<file path="config.mk">
export PLATFORM = sky130hd
export DESIGN_NAME = btf_sched
export DESIGN_NICKNAME = d
export VERILOG_FILES = /design/src/rtl/btf_sched_pkg.sv /design/src/rtl/sync_fifo.sv /design/src/rtl/btf_sched.sv
export SDC_FILE = /design/constraint.sdc
export NUM_CORES = 1
export LEC_CHECK = 0
export CORE_ASPECT_RATIO = 1.75
export CORE_MARGIN = 4
export CORE_UTILIZATION = 55
export CTS_BUF_LIST = sky130_fd_sc_hd__clkbuf_4
export CTS_CLUSTER_DIAMETER = 50
export CTS_CLUSTER_SIZE = 40
export DETAILED_ROUTE_END_ITERATION = 10
export PLACE_DENSITY = 0.79
export SETUP_SLACK_MARGIN = 0.2
export SLEW_MARGIN = 10
export SYNTH_ARGS = -nofsm -noshare
export SYNTH_HDL_FRONTEND = slang
export SYNTH_SLANG_ARGS = --single-unit
</file>
<file path="constraint.sdc">
create_clock -name clk -period 7.5 [get_ports clk]
set_clock_uncertainty 0.1 [all_clocks]
set_input_delay 1.5 -clock clk [delete_from_list [all_inputs] [get_ports clk]]
set_output_delay 1.5 -clock clk [all_outputs]
set_load 0.01 [all_outputs]
</file>
<file path="src/rtl/btf_sched_pkg.sv">
// Shared NTT scheduler definitions: default coefficient width, butterfly
// mode constants and the scheduler state encoding.
package btf_sched_pkg;

  localparam int unsigned LOGQ_DEF = 32;

  localparam logic BTF_GS = 1'b1;
  localparam logic BTF_CT = 1'b0;

  typedef enum logic [1:0] {
    RUN    = 2'd0,
    DRAIN  = 2'd1,
    SWITCH = 2'd2
  } sched_state_e;

endpackage

</file>
<file path="src/rtl/sync_fifo.sv">
// Show-ahead synchronous FIFO: rd_data always presents the oldest entry,
// and stays stable until rd_en pops it.
module sync_fifo #(
  parameter int unsigned WIDTH = 64,
  parameter int unsigned DEPTH = 16
) (
  input  logic                   clk,
  input  logic                   rst,
  input  logic                   wr_en,
  input  logic [WIDTH-1:0]       wr_data,
  input  logic                   rd_en,
  output logic [WIDTH-1:0]       rd_data,
  output logic                   empty,
  output logic [$clog2(DEPTH):0] count
);

  localparam int unsigned AW = $clog2(DEPTH);

  logic [WIDTH-1:0] mem_q [DEPTH];
  logic [AW-1:0]    wr_ptr_q, wr_ptr_d;
  logic [AW-1:0]    rd_ptr_q, rd_ptr_d;
  logic [AW:0]      count_q, count_d;
  logic             do_wr, do_rd;

  // Qualify requests and advance pointers / occupancy.
  always_comb begin
    do_wr    = wr_en && (count_q != (AW+1)'(DEPTH));
    do_rd    = rd_en && (count_q != '0);
    wr_ptr_d = do_wr ? wr_ptr_q + 1'b1 : wr_ptr_q;
    rd_ptr_d = do_rd ? rd_ptr_q + 1'b1 : rd_ptr_q;
    count_d  = count_q + (AW+1)'(do_wr) - (AW+1)'(do_rd);
  end

  // Pointer and count registers.
  always_ff @(posedge clk or negedge rst) begin
    if (!rst) begin
      wr_ptr_q <= '0;
      rd_ptr_q <= '0;
      count_q  <= '0;
    end else begin
      wr_ptr_q <= wr_ptr_d;
      rd_ptr_q <= rd_ptr_d;
      count_q  <= count_d;
    end
  end

  // Storage array; contents are don't-care until written.
  always_ff @(posedge clk) begin
    if (do_wr) mem_q[wr_ptr_q] <= wr_data;
  end

  assign rd_data = mem_q[rd_ptr_q];
  assign empty   = (count_q == '0);
  assign count   = count_q;

endmodule

</file>
<file path="src/rtl/btf_sched.sv">
// Butterfly scheduler: feeds operands to a fixed-latency butterfly core,
// tracks in-flight beats with a valid chain, buffers results in a FIFO and
// drains the pipeline before any CT/GS mode change.
module btf_sched #(
  parameter int unsigned LOGQ        = btf_sched_pkg::LOGQ_DEF,
  parameter int unsigned DELAY_TOTAL = 8,
  parameter int unsigned FIFO_DEPTH  = 16
) (
  input  logic            clk,
  input  logic            rst,
  input  logic            in_valid,
  output logic            in_ready,
  input  logic            in_mode,
  input  logic [LOGQ-1:0] in_a,
  input  logic [LOGQ-1:0] in_b,
  input  logic [LOGQ-1:0] in_w,
  output logic            btf_gs,
  output logic [LOGQ-1:0] btf_in_a,
  output logic [LOGQ-1:0] btf_in_b,
  output logic [LOGQ-1:0] btf_in_w,
  input  logic [LOGQ-1:0] btf_out_a,
  input  logic [LOGQ-1:0] btf_out_b,
  output logic            out_valid,
  input  logic            out_ready,
  output logic [LOGQ-1:0] out_a,
  output logic [LOGQ-1:0] out_b,
  output logic            busy
);

  import btf_sched_pkg::*;

  localparam int unsigned CW = $clog2(FIFO_DEPTH) + 1;

  sched_state_e     state_q, state_d;
  logic             btf_gs_q, btf_gs_d;
  logic [LOGQ-1:0]  a_q, a_d, b_q, b_d, w_q, w_d;
  logic [DELAY_TOTAL:0] vchain_q, vchain_d;
  logic [CW-1:0]    inflight_q, inflight_d;
  logic [CW-1:0]    fifo_count;
  logic [CW:0]      occupancy;
  logic             fifo_empty;
  logic             accept, tail, rd_en;

  // Inflight beats plus buffered results must never exceed FIFO capacity,
  // so every chain tail is guaranteed a free FIFO slot.
  always_comb begin
    occupancy = {1'b0, inflight_q} + {1'b0, fifo_count};
    in_ready  = (state_q == RUN) && (occupancy < (CW+1)'(FIFO_DEPTH))
                && (in_mode == btf_gs_q);
    accept    = in_valid && in_ready;
    tail      = vchain_q[DELAY_TOTAL];
    rd_en     = out_valid && out_ready;
  end

  // Operand capture, valid chain and inflight tracking.
  always_comb begin
    a_d        = accept ? in_a : a_q;
    b_d        = accept ? in_b : b_q;
    w_d        = accept ? in_w : w_q;
    vchain_d   = {vchain_q[DELAY_TOTAL-1:0], accept};
    inflight_d = inflight_q + CW'(accept) - CW'(tail);
  end

  // Mode FSM: a mode mismatch stops acceptance, waits for the pipe to
  // empty, then latches the new mode in SWITCH.
  always_comb begin
    state_d  = state_q;
    btf_gs_d = btf_gs_q;
    unique case (state_q)
      RUN:     if (in_valid && (in_mode != btf_gs_q)) state_d = DRAIN;
      DRAIN:   if (inflight_q == '0) state_d = SWITCH;
      SWITCH: begin
        btf_gs_d = in_mode;
        state_d  = RUN;
      end
      default: state_d = RUN;
    endcase
  end

  // State, mode, operand and tracking registers.
  always_ff @(posedge clk or negedge rst) begin
    if (!rst) begin
      state_q    <= RUN;
      btf_gs_q   <= BTF_CT;
      a_q        <= '0;
      b_q        <= '0;
      w_q        <= '0;
      vchain_q   <= '0;
      inflight_q <= '0;
    end else begin
      state_q    <= state_d;
      btf_gs_q   <= btf_gs_d;
      a_q        <= a_d;
      b_q        <= b_d;
      w_q        <= w_d;
      vchain_q   <= vchain_d;
      inflight_q <= inflight_d;
    end
  end

  sync_fifo #(
    .WIDTH (2*LOGQ),
    .DEPTH (FIFO_DEPTH)
  ) u_fifo (
    .clk     (clk),
    .rst     (rst),
    .wr_en   (tail),
    .wr_data ({btf_out_a, btf_out_b}),
    .rd_en   (rd_en),
    .rd_data ({out_a, out_b}),
    .empty   (fifo_empty),
    .count   (fifo_count)
  );

  assign out_valid = !fifo_empty;
  assign btf_gs    = btf_gs_q;
  assign btf_in_a  = a_q;
  assign btf_in_b  = b_q;
  assign btf_in_w  = w_q;
  assign busy      = (inflight_q != '0) || (fifo_count != '0) || (state_q != RUN);

endmodule

</file>
-- Word level (Yosys, flattened, before mapping)
Memory sizes are Yosys's and may differ from the RTL's.
Cells that the tools add are included.
- bits in registers: 126
- memory bits (writable): 1024
- bits of input ports: 165
- output and inout bits: 164
- logic and storage cells: 48
- memories: 1
- memories (name ; words ; width ; read ports ; clocked after Yosys merged registers in ; wr ports ; line ; text):
    u_fifo.mem_q ; 16 ; 64 ; 1 ; 0 ; 1 ; sync_fifo.sv:19 ; logic [WIDTH-1:0] mem_q [DEPTH];
- $add $sub $neg: 7
- $lt $le $gt $ge: 1
- equality and inequality tests: 7
- mux-type cells: 5
- reduce and logical (&&, ||, !) cells: 17
- operator list (operator ; count):
    adder 5 x 1 -> 5 bit ; 2
    logical NOT 5 bit ; 2
    nonzero test 5 bit ; 2
    subtractor 5 x 1 -> 5 bit ; 2
    adder 4 x 1 -> 4 bit, second input constant ; 2
    logical AND 1 bit ; 7
    adder 5 x 5 -> 6 bit ; 1
    < comparator 6 x 5 -> 1 bit, second input constant ; 1
    != test 5 bit, second input constant ; 1
    two-way mux 2 bit ; 2
    one-hot mux 2 bit (2 select lines) ; 1
    equality test 2 x 1 -> 1 bit, second input constant ; 1
    equality test 2 bit, second input constant ; 1
    logical NOT 2 bit ; 1
    logical OR 1 bit ; 2
    two-way mux 1 bit ; 2
    != test 2 x 1 -> 1 bit, second input constant ; 1
    != test 2 bit, second input constant ; 1
    AND reduction 2 bit ; 1
    nonzero test 2 bit ; 1
    equality test 1 bit ; 1
    logical NOT 1 bit ; 1
    != test 1 bit ; 1

-- Longest topological paths before layout
- word-level depth: 7
- gate-level depth with buffers: 16
- depth with buffers taken out: 14

-- By module
From an unflattened synthesis, not the netlist that was laid out.
- cells, all modules: 2192
- area total of the unflattened synthesis: 44371.3 sq um
- by module, submodules not included (module ; instances ; cells each ; area each (sq um) ; sequential area each (sq um)):
    sync_fifo ; 1 ; 1924 ; 39882.0 ; 31074.8
    btf_sched ; 1 ; 268 ; 4489.3 ; 2827.7

-- Least setup slack after synthesis
Ideal clock, no wire load.
- path type: register to register
- start point: register u_fifo.count_q[2], in the netlist u_fifo.count[2]
- end point: memory u_fifo.mem_q[0][0], enable pin
- library setup time: 0.644 ns
- arrival: 6.899 ns
- required time: 6.756 ns
- setup slack: -0.143 ns
- cell stages (with the launch flop): 6
- path buffers: 0
- path through: dfrtp_1 inv_1 ha_1 nand4bb_1 nand2_1 nor4_1
- word-level cells in the longest chain between the ends: 4
- RTL lines (element ; line ; text):
    start: declaration ; sync_fifo.sv:22 ; logic [AW:0] count_q, count_d;
    start signal: assignment ; sync_fifo.sv:43 ; count_q <= count_d;
    != test 5 bit ; sync_fifo.sv:27 ; do_wr = wr_en && (count_q != (AW+1)'(DEPTH));
    logical AND 1 bit ; sync_fifo.sv:27 ;
    two-way mux 1 bit ; sync_fifo.sv:49 ; if (do_wr) mem_q[wr_ptr_q] <= wr_data;
    two-way mux 1 bit (not written as such) ; sync_fifo.sv:49 ;
    end: declaration ; sync_fifo.sv:19 ;
Every way passes these cells.

-- Worst setup path after layout
- start point: register u_fifo.rd_ptr_q[0]
- end point: output out_a[18]
- word-level cells in the longest chain between the ends: 1
- RTL lines (element ; line ; text):
    start: declaration ; sync_fifo.sv:21 ; logic [AW-1:0] rd_ptr_q, rd_ptr_d;
    start signal: assignment ; sync_fifo.sv:42 ; rd_ptr_q <= rd_ptr_d;
    memory read (16 x 64 bit) ; n/a ;
    end: declaration ; btf_sched.sv:25 ; output logic [LOGQ-1:0] out_a,
Every way passes these cells.

==> results.ini <==
[run_status]
status=complete, no violations

[layout]
seq_area_sq_um=33900
fin_nets=2422
utilization=0.625
layout-drive-gt1-share=0.222
multiInputGateArea_sq_um=8940
n_fill_cell=5126
final_common_cell=edfxtp_1
final_cell_mix=edfxtp_1 (1,024), clkdlybuf4s50_1 (327), mux4_2 (256)
synthToLayoutAreaGrowth_pct=13.0

[cts]
cts_resized=0
clock_sinks=1150
cts_tree=built
cts_buffer_depth=3
htree_levels=2
cts_root_buffer=clkbuf_4
postCtsSetupBuffers=0
clkLatencyLatePin_ns=1.02
path_clk_slew_ns=0.29
cts_inserted_buffers=48
cts_hold_buf=0

[global_route]
use_met1=0.299
grt_pass1_wl_microns=143000
grt_max_degree=97
grt_pass1_vias=22100
met3_usage=0.0477
grt_usage=0.233
grt.busiest_layer=met2
met2_usage=0.405
gr-total-overflow=0
antenna_found_initial=5

[timing]
worst_pin_slew_ns=1.28
setup_viol=0
finalHoldViolations=0
tns_ns=0
slew_viol_final=0
post-route-min-period_ns=5.97
post-route-period-util=0.795
timing.fmax_mhz=168
slew_headroom=0.147
rsz0062_at_grt=false

[pwr]
pwr-share-seq=0.485
p_leak_nw=15.8
clkPwrFrac=0.169
p_int_mw=10.9
comb_power_share=0.346
peakVddDrop_v=0.000308
power.density_nw_per_um2=326
p_switching_mw=5.03
switching_share=0.315

[logic_synthesis]
ys_top_cells_by_area=edfxtp_1 (71%), mux4_2 (13%), dfrtp_1 (7.3%), mux2_2 (2.5%), a22oi_1 (2.2%)
ys_types=35
synth.top_cell.area_share=0.709
syn_avg_cell_area_sq_um=22.6
async_flop_share=0.110
ys_ff_latch=1150
synth_flop_cell=edfxtp_1
synth_area_leader_cell=edfxtp_1
syn_nets=2104
ys_seq_area_frac=0.782
synth_edf_count=1024
synth_area_sq_um=43400
yosys_warnings=0
netlist_instances=1916

[worst_setup_path]
crit_path_start_kind=register
crit_type=register to output port
worstReg2RegEnd=u_fifo.mem_q[14][23]
r2r-start=u_fifo.count[2]
worst_setup_path_end_kind=output port
crit_path_max_fanout=54
r2r_setup_slack_ns=3.66
critPathArrivalTime_ns=4.37
crit_required_ns=5.90
ff2ff_path_depth=8

[hold_path]
whs_endpoint=vchain_q[6]
whs_path_depth=0
hp-class=register to register
min-delay-start=vchain_q[5]

[route]
detail_route.wl_per_cell_microns=28.8
drtIter0Drc=2456
first_pass_iters=5
via_count=20500
viasPerCell=6.20
drc=0
routed_wl_microns=95600
postRouteAntennaNets=0

[floorplanning]
dieWidth_microns=220
start_util=0.553
design.core.area_sq_um=78400
io_pins=329
dieHeight_microns=379
dieArea_sq_um=83600
core.rowCount=136

[flow_run]
maxCapViolCount=0

[placed_design]
dp_hpwl_microns=54600
portBuffers=328
gp_congestion=0.811

## state kept, by name, indices dropped and copies added, names as in the netlist
name / cells
state_q: 2
u_fifo.count: 5
vchain_q: 9
u_fifo.wr_ptr_q: 4
btf_in_a: 32
inflight_q: 5
btf_gs: 1
u_fifo.rd_ptr_q: 4
u_fifo.mem_q: 1024
btf_in_b: 32
btf_in_w: 32
## layout make-up
type                       count  area share
sequential                  1150       0.692
multi-input combinational    641       0.182
timing repair buffer         367      0.0742
tap                         1035      0.0264
clock inverter                41      0.0157
clock buffer                  48     0.00735
inverter                      26     0.00199
antenna                        6    0.000306
## worst max-delay path: stages (launching register included)
cell	delay, ns
dfrtp_4	1.21
buf_4	0.64
mux4_2	0.59
a22oi_1	0.24
nand2_1	0.15
clkdlybuf4s50_1	0.51
## logic make-up after synthesis
| logic type | count (synthesis) | synth area share |
|---|---|---|
| AOI/OAI and AO/OA | 140 | 0.0238 |
| xor gates and xnor gates | 15 | 0.00303 |
| adders and majority gates | 23 | 0.00698 |
| buffers and inverters | 125 | 0.0145 |
| DFF | 1150 | 0.782 |
| muxes | 354 | 0.158 |
| and+or+nand+nor | 109 | 0.0116 |
## routing by layer
layer | part of all wire | wire (microns)
met2 | 0.53 | 50800
met5 | 0.00013 | 12
met4 | 0.029 | 2760
met1 | 0.36 | 34400
met3 | 0.080 | 7630
## power by group through the flow
| stage | Clock, mW | Combinational (mW) | Sequential, mW |
|---|---|---|---|
| final | 2.70 | 5.52 | 7.74 |
| after CTS | 2.77 | 5.61 | 7.75 |
| after detailed placement | 0 | 5.59 | 7.88 |
| after floorplan | 0 | 3.32 | 7.78 |
| after global placement | 0 | 5.48 | 7.86 |
| after global routing | 3.02 | 5.94 | 7.81 |
## worst max path at each step
| stage | from | end | slack (ns) |
|---|---|---|---|
| after detailed placement | u_fifo.rd_ptr_q[0] | out_a[18] | 2.50 |
| after CTS | u_fifo.rd_ptr_q[0] | out_a[18] | 1.30 |
| after floorplan | u_fifo.count[2] | u_fifo.mem_q[0][0] | -0.14 |
| final | u_fifo.rd_ptr_q[0] | out_a[18] | 1.53 |
| after global placement | u_fifo.rd_ptr_q[0] | out_a[18] | 2.52 |
| after global routing | u_fifo.rd_ptr_q[0] | out_a[18] | 1.09 |
## cell usage after synthesis (2+ instances only)
master / instances
buf_4: 29
nor2_1: 9
nand4_1: 3
nor4_1: 4
edfxtp_1: 1024
nand2_1: 68
a22oi_1: 128
a21o_1: 2
inv_1: 25
buf_6: 5
mux4_2: 256
xnor2_1: 10
buf_2: 11
xor2_1: 5
nor3b_1: 4
nand3_1: 2
fa_1: 2
nor2b_1: 4
a21oi_1: 6
clkbuf_1: 32
dfrtp_1: 126
and2_1: 10
o21bai_1: 2
ha_1: 21
mux2_2: 97
buf_1: 22
## metrics by stage
stage / instances / hold WS, ns / instance area, sq um / setup WS (ns) / total power, mW
after floorplan: 1916 / 0.231 / 43400 / -0.143 / 11.1
after global placement: 3219 / 0.237 / 47900 / 2.52 / 13.3
after detailed placement: 3219 / 0.236 / 47900 / 2.50 / 13.5
after CTS: 3308 / 0.234 / 49000 / 1.30 / 16.1
after global routing: 3311 / 0.224 / 49000 / 1.09 / 16.8
final: 3314 / 0.231 / 49000 / 1.53 / 16.0
No activity file was read; power rests on OpenSTA's default activity.
